<file path="config.mk">
export PLATFORM = sky130hd
export DESIGN_NAME = alu_rr_scheduler
export DESIGN_NICKNAME = d
export VERILOG_FILES = /design/src/rtl/alu_sched_pkg.sv /design/src/rtl/alu_rr_scheduler_rr_arbiter.sv /design/src/rtl/alu_rr_scheduler.sv
export SDC_FILE = /design/constraint.sdc
export NUM_CORES = 1
export LEC_CHECK = 0
export CORE_ASPECT_RATIO = 1.25
export CORE_MARGIN = 8
export CORE_UTILIZATION = 39
export DETAILED_ROUTE_END_ITERATION = 8
export PLACE_DENSITY = 0.74
export SLEW_MARGIN = 10
export SYNTH_ARGS = -nofsm -noshare
export SYNTH_HDL_FRONTEND = slang
export SYNTH_SLANG_ARGS = --single-unit
</file>
<file path="constraint.sdc">
create_clock -name clk -period 3.02 [get_ports clk]
set_clock_uncertainty 0.2 [all_clocks]
set_input_delay 0.302 -clock clk [delete_from_list [all_inputs] [get_ports clk]]
set_output_delay 0.302 -clock clk [all_outputs]
set_load 0.05 [all_outputs]
</file>
<file path="src/rtl/alu_sched_pkg.sv">
// Shared types for the ALU round-robin scheduler: FSM state encoding,
// the opcode type and the opcode width.
package alu_sched_pkg;

  localparam int OP_W = 3;

  typedef logic [OP_W-1:0] alu_op_t;

  typedef enum logic [1:0] {
    IDLE = 2'd0,
    EXEC = 2'd1,
    RESP = 2'd2
  } sched_state_t;

endpackage

</file>
<file path="src/rtl/alu_rr_scheduler_rr_arbiter.sv">
// Purely combinational round-robin arbiter. It grants the first requester
// at or after the pointer, searching cyclically. The pointer is owned by
// the caller, so priority only rotates when the caller decides it should.
module rr_arbiter #(
  parameter int N     = 4,
  parameter int PTR_W = $clog2(N)
) (
  input  logic [N-1:0]     req,
  input  logic [PTR_W-1:0] ptr,
  output logic [N-1:0]     gnt
);

  int   idx;
  logic found;

  // Walk N positions starting at ptr; the first asserted request wins a one-hot grant
  always_comb begin
    gnt   = '0;
    found = 1'b0;
    idx   = 0;
    for (int k = 0; k < N; k++) begin
      idx = int'(ptr) + k;
      if (idx >= N) begin
        idx = idx - N;
      end
      if (!found && req[idx[PTR_W-1:0]]) begin
        gnt[idx[PTR_W-1:0]] = 1'b1;
        found               = 1'b1;
      end
    end
  end

endmodule

</file>
<file path="src/rtl/alu_rr_scheduler.sv">
// Shares one external combinational ALU between NUM_REQ requesters.
// One operation is in flight at a time: accept in IDLE, drive the ALU for
// one cycle in EXEC, then hold the tagged result in RESP until consumed.
module alu_rr_scheduler
  import alu_sched_pkg::*;
#(
  parameter  int NUM_REQ = 4,
  parameter  int DATA_W  = 8,
  localparam int ID_W    = $clog2(NUM_REQ)
) (
  input  logic                      clk,
  input  logic                      reset_n,
  input  logic [NUM_REQ-1:0]        req_valid,
  output logic [NUM_REQ-1:0]        req_ready,
  input  logic [NUM_REQ*DATA_W-1:0] req_a,
  input  logic [NUM_REQ*DATA_W-1:0] req_b,
  input  logic [NUM_REQ*OP_W-1:0]   req_op,
  output logic [DATA_W-1:0]         alu_a,
  output logic [DATA_W-1:0]         alu_b,
  output alu_op_t                   alu_op,
  input  logic [DATA_W-1:0]         alu_o,
  output logic                      rsp_valid,
  input  logic                      rsp_ready,
  output logic [ID_W-1:0]           rsp_id,
  output logic [DATA_W-1:0]         rsp_data,
  output logic                      busy,
  output logic [15:0]               op_count
);

  sched_state_t         state;
  logic [ID_W-1:0]      ptr;
  logic [NUM_REQ-1:0]   grant;
  logic                 accept;
  logic [DATA_W-1:0]    sel_a;
  logic [DATA_W-1:0]    sel_b;
  alu_op_t              sel_op;
  logic [ID_W-1:0]      sel_id;

  rr_arbiter #(
    .N     (NUM_REQ),
    .PTR_W (ID_W)
  ) u_arb (
    .req (req_valid),
    .ptr (ptr),
    .gnt (grant)
  );

  // Grants are only offered while idle and out of reset, so a request can
  // never complete a handshake while an operation is already in flight.
  assign req_ready = (reset_n && (state == IDLE)) ? grant : '0;
  assign accept    = |(req_valid & req_ready);
  assign busy      = (state != IDLE);

  // Route the granted requester's operands, opcode and index through a one-hot mux
  always_comb begin
    sel_a  = '0;
    sel_b  = '0;
    sel_op = '0;
    sel_id = '0;
    for (int i = 0; i < NUM_REQ; i++) begin
      if (grant[i]) begin
        sel_a  = req_a[i*DATA_W +: DATA_W];
        sel_b  = req_b[i*DATA_W +: DATA_W];
        sel_op = req_op[i*OP_W +: OP_W];
        sel_id = ID_W'(i);
      end
    end
  end

  // Scheduler FSM with the operand, result and pointer registers it owns
  always_ff @(posedge clk or negedge reset_n) begin
    if (!reset_n) begin
      state     <= IDLE;
      ptr       <= '0;
      alu_a     <= '0;
      alu_b     <= '0;
      alu_op    <= '0;
      rsp_valid <= 1'b0;
      rsp_id    <= '0;
      rsp_data  <= '0;
    end else begin
      case (state)
        IDLE: begin
          if (accept) begin
            alu_a  <= sel_a;
            alu_b  <= sel_b;
            alu_op <= sel_op;
            rsp_id <= sel_id;
            ptr    <= (sel_id == ID_W'(NUM_REQ - 1)) ? '0 : sel_id + 1'b1;
            state  <= EXEC;
          end
        end
        EXEC: begin
          rsp_data  <= alu_o;
          rsp_valid <= 1'b1;
          state     <= RESP;
        end
        RESP: begin
          if (rsp_ready) begin
            rsp_valid <= 1'b0;
            state     <= IDLE;
          end
        end
        default: begin
          state <= IDLE;
        end
      endcase
    end
  end

  // Count every consumed response; the counter wraps naturally at 16 bits
  always_ff @(posedge clk or negedge reset_n) begin
    if (!reset_n) begin
      op_count <= '0;
    end else if (rsp_valid && rsp_ready) begin
      op_count <= op_count + 16'd1;
    end
  end

endmodule

</file>
==> results <==
-- path summary, 6_finish.rpt --
check / startpoint / endpoint / slack (ns) / cells past startpoint
worst min register to register: op_count[15]$_DFFE_PN0P_ / op_count[15]$_DFFE_PN0P_ / 0.28 / 1
worst max-delay path: ptr[0]$_DFFE_PN0P_ / req_ready[2] / -0.11 / 10
worst max register to register: ptr[0]$_DFFE_PN0P_ / ptr[0]$_DFFE_PN0P_ / -0.05 / 10
min in group asynchronous: reset_n / state[0]$_DFFE_PN0P_ / 0.47 / 3
worst min-delay path: op_count[15]$_DFFE_PN0P_ / op_count[15]$_DFFE_PN0P_ / 0.28 / 1
max in group asynchronous: reset_n / ptr[1]$_DFFE_PN0P_ / 1.69 / 3
-- area by class of cell --
cell class / count / area [µm²] / share of cell area
inverter: 26 / 100 / 0.0181
clock buffer: 6 / 72.6 / 0.0131
tap: 100 / 125 / 0.0226
clock inverter: 2 / 37.5 / 0.00677
multi-input combinational: 227 / 2080 / 0.376
timing repair buffer: 191 / 1870 / 0.338
sequential: 50 / 1250 / 0.226
-- flip-flops by register name, indices dropped and copies added (netlist names) --
register   flops
alu_a          8
rsp_data       8
rsp_valid      1
alu_op         3
alu_b          8
rsp_id         2
op_count      16
state          2
ptr            2
-- cell families after synthesis --
logic type      count (synthesis)
simple gates                   50
xor+xnor                       15
flops                          50
buf+inv                        57
fa+ha+maj                       9
compound gates                135
mux                            17
-- timing repair --
item / CTS / global route
gates resized for setup: 23 / 11
setup buffers: 7 / 1
pin swaps: 12 / 3
setup endpoints to repair: 27 / 27
hold endpoints to repair: 50 / 0
cloned: 2 / 0
hold buffers: 1 / 0
-- metal layers --
layer | GRT usage | share of wire
met5 | 0 | 0
met3 | 0.0892 | 0.10
met4 | 0.0617 | 0.022
met2 | 0.350 | 0.48
met1 | 0.233 | 0.39
-- cells in the mapped netlist, drive strengths merged (7+ instances only) --
cell type  number  area [µm²]
ha              9         113
a21boi         19         143
a32oi          19         166
buf            15        96.3
o2111a         19         214
a21o           21         158
nand3           7        35.0
mux2           12         146
nor2           14        52.6
a41oi          19         166
inv            26        97.6
nand2          12        45.0
clkbuf         16        60.1
xnor2          10        87.6
o31ai          19         143
dfrtp          50        1250
-- through the flow --
| stage | TNS (ns) | setup WS, ns | std cells | total power, W | area (µm²) |
|---|---|---|---|---|---|
| after floorplan | -0.952 | -0.107 | 333 | 0.00426 | 3460 |
| after global placement | -2.25 | -0.141 | 583 | 0.00585 | 5190 |
| after detailed placement | -4.38 | -0.225 | 583 | 0.00594 | 5190 |
| after CTS | -0.871 | -0.125 | 601 | 0.00675 | 5470 |
| after global routing | -4.24 | -0.233 | 602 | 0.00725 | 5540 |
| final | -0.417 | -0.106 | 602 | 0.00688 | 5540 |
-- power groups by stage --
stage / Sequential (W) / Clock [W] / Combinational (W)
finish: 0.00115 / 0.000485 / 0.00524
global route: 0.00119 / 0.000523 / 0.00554
CTS: 0.00116 / 0.000503 / 0.00509
detailed placement: 0.00116 / 0 / 0.00478
global placement: 0.00115 / 0 / 0.00469
floorplan: 0.00198 / 0 / 0.00228
==> report_table.html <==
<table>
<tr><th>Metric</th><th>Value</th></tr>
<tr><th colspan="2">Final layout</th></tr>
<tr><td>Share of the core filled with cells</td><td>0.648</td></tr>
<tr><td>Synthesis-to-finish area growth</td><td>63.8%</td></tr>
<tr><td>Leading cell type in the layout, fill and taps excluded</td><td>clkdlybuf4s50_1</td></tr>
<tr><td>Count of inserted antenna diode cells</td><td>0</td></tr>
<tr><td>Count of nets after finishing</td><td>601</td></tr>
<tr><td># fillers</td><td>683</td></tr>
<tr><td>Fraction of final layout cells with drive strength greater than 1</td><td>0.233</td></tr>
<tr><td>Most used cells in the layout excluding fill and tap cells</td><td>clkdlybuf4s50_1 (136), dfrtp_1 (49), buf_4 (41), inv_1 (24), a21o_1 (21)</td></tr>
<tr><th colspan="2">Drt</th></tr>
<tr><td>Wire length reported by the detailed router</td><td>12600 µm</td></tr>
<tr><td>Wire per inst</td><td>20.9 µm</td></tr>
<tr><td>Number of vias after detailed routing</td><td>3468</td></tr>
<tr><td>Antenna Violating Nets Remaining</td><td>0</td></tr>
<tr><td>Number of DRC markers after the initial detailed-route iteration</td><td>209</td></tr>
<tr><td>Pre-Repair DR Iteration Count</td><td>4</td></tr>
<tr><td>Remaining DRCs</td><td>0</td></tr>
<tr><td>Drt via density</td><td>5.76</td></tr>
<tr><th colspan="2">Die</th></tr>
<tr><td>Initial core utilization</td><td>0.395</td></tr>
<tr><td>Die Height</td><td>120 µm</td></tr>
<tr><td>Die outline area</td><td>0.0119 mm²</td></tr>
<tr><td>Core box area</td><td>0.00856 mm²</td></tr>
<tr><td>Number of ports placed on the die boundary</td><td>142</td></tr>
<tr><td>Cell row count</td><td>38</td></tr>
<tr><td>Die W</td><td>99.3 µm</td></tr>
<tr><th colspan="2">Synthesis</th></tr>
<tr><td>Synth Area in Simple Gates</td><td>0.0776</td></tr>
<tr><td>Number of storage elements in the synthesis netlist</td><td>50</td></tr>
<tr><td>Mux cell area share after synthesis</td><td>0.0728</td></tr>
<tr><td>Share of the synthesized area in compound gates (AO/OA/AOI/OAI)</td><td>0.333</td></tr>
<tr><td>Cells after synthesis</td><td>333</td></tr>
<tr><td>Syn Area/Cell</td><td>10.2 µm²</td></tr>
<tr><td>Distinct cell type count of the synthesized netlist</td><td>40</td></tr>
<tr><td>Xor/xnor share of the synthesized area</td><td>0.0388</td></tr>
<tr><td>Fraction of registers with async set/reset</td><td>1.00</td></tr>
<tr><td>Number of synthesized flops with an enable pin</td><td>0</td></tr>
<tr><td>Dominant combinational cell family by area after synthesis</td><td>compound AO/OA/AOI/OAI gates</td></tr>
<tr><td>Ys flop type</td><td>dfrtp_1</td></tr>
<tr><td>Ys Warns</td><td>0</td></tr>
<tr><td>Syn Nets</td><td>433</td></tr>
<tr><td>Fraction of the mapped netlist area in adder cells</td><td>0.0333</td></tr>
<tr><td>Post-synthesis sequential area ratio</td><td>0.370</td></tr>
<tr><td>Cell area after synthesis</td><td>0.00338 mm²</td></tr>
<tr><th colspan="2">Clock tree</th></tr>
<tr><td>Skew-Pair Late Insertion Delay</td><td>0.31 ns</td></tr>
<tr><td># clock sinks</td><td>50</td></tr>
<tr><td>Clock transition at the registers of the reported paths</td><td>0.09 ns</td></tr>
<tr><td>TritonCTS clock tree</td><td>done</td></tr>
<tr><td>CTS H-tree depth</td><td>2</td></tr>
<tr><td>Number of buffers on the longest clock path</td><td>2</td></tr>
<tr><td>Inserted Clock Buffers</td><td>5</td></tr>
<tr><td>Root buf cell</td><td>clkbuf_8</td></tr>
<tr><th colspan="2">Timing</th></tr>
<tr><td>Endpoints failing setup</td><td>14</td></tr>
<tr><td>Final hold violation count</td><td>0</td></tr>
<tr><td>Worst slew margin relative to its limit</td><td>0.516</td></tr>
<tr><td>Setup repair after global routing missed its margin</td><td>yes</td></tr>
<tr><td>Final Cycle Share</td><td>1.03</td></tr>
<tr><td>Worst hold slack after final layout</td><td>0.278 ns</td></tr>
<tr><td>PnR worst setup slack</td><td>-0.106 ns</td></tr>
<tr><td>Final max-slew violation count</td><td>0</td></tr>
<tr><td>Min Tclk post-route</td><td>3.13 ns</td></tr>
<tr><td>Transition time at the pin with the least slew margin</td><td>0.725 ns</td></tr>
<tr><td>Fmax</td><td>320 MHz</td></tr>
<tr><th colspan="2">Pwr</th></tr>
<tr><td>Peak ir drop on the vdd network</td><td>0.766 mV</td></tr>
<tr><td>Power density over the cells</td><td>1240 mW/mm²</td></tr>
<tr><td>Sequential fraction of design power</td><td>0.168</td></tr>
<tr><td>Switching Fraction</td><td>0.504</td></tr>
<tr><td>Combinational share of power</td><td>0.762</td></tr>
<tr><td>LEAKAGE</td><td>2.34 nW</td></tr>
<tr><td>Relative contribution of the clock network to total power</td><td>0.071</td></tr>
<tr><td>Switching power total</td><td>0.00346 W</td></tr>
<tr><td>Internal power of the cells</td><td>0.00341 W</td></tr>
<tr><th colspan="2">Worst setup path</th></tr>
<tr><td>Kind of end point of the critical path</td><td>output pin</td></tr>
<tr><td>CP max-delay cell</td><td>mux4_2</td></tr>
<tr><td>Largest driver fanout on the critical path</td><td>4</td></tr>
<tr><td>Endpoint arrival time on the critical path</td><td>2.62 ns</td></tr>
<tr><td>Critical path startpoint category</td><td>flip-flop</td></tr>
<tr><td>Worst path buffer plus inverter count</td><td>4</td></tr>
<tr><td>Worst path required time</td><td>2.52 ns</td></tr>
<tr><td>Gate family responsible for the most delay along the worst path</td><td>multiplexers</td></tr>
<tr><td>Largest incremental delay on the critical path</td><td>0.56 ns</td></tr>
<tr><td>Worst-path cell chain</td><td>inv_4 -&gt; ha_4 -&gt; mux4_2 -&gt; nor4b_4 -&gt; buf_4 -&gt; a22o_4 -&gt; nor2_2 -&gt; buf_6 -&gt; nor2_4 -&gt; buf_12</td></tr>
<tr><td>Start-to-end type of the worst setup path</td><td>reg -&gt; out</td></tr>
<tr><th colspan="2">Global routing</th></tr>
<tr><td>Total congestion overflow</td><td>0</td></tr>
<tr><td>Largest net degree at the start of global routing</td><td>51</td></tr>
<tr><td>Overall fraction of global-route tracks in use</td><td>0.208</td></tr>
<tr><td>Number of global-route vias before repair</td><td>3720</td></tr>
<tr><td>Number of antenna violations at the first check in global routing</td><td>0</td></tr>
<tr><td>Wire length of the first global-routing pass</td><td>19900 µm</td></tr>
<tr><th colspan="2">Run</th></tr>
<tr><td>Max-Cap Viols</td><td>0</td></tr>
<tr><th colspan="2">Status</th></tr>
<tr><td>Violated checks</td><td>negative setup slack</td></tr>
<tr><td>Run status</td><td>finished, violations left</td></tr>
<tr><th colspan="2">Placement</th></tr>
<tr><td>Gp weighted congestion</td><td>0.930</td></tr>
<tr><td># port buffers</td><td>141</td></tr>
<tr><td>Detailed Place HPWL</td><td>9330 µm</td></tr>
<tr><th colspan="2">Worst hold path</th></tr>
<tr><td>Hold/Removal Path Class</td><td>reg -&gt; reg</td></tr>
</table>
Power figures use the tool's default switching activity.
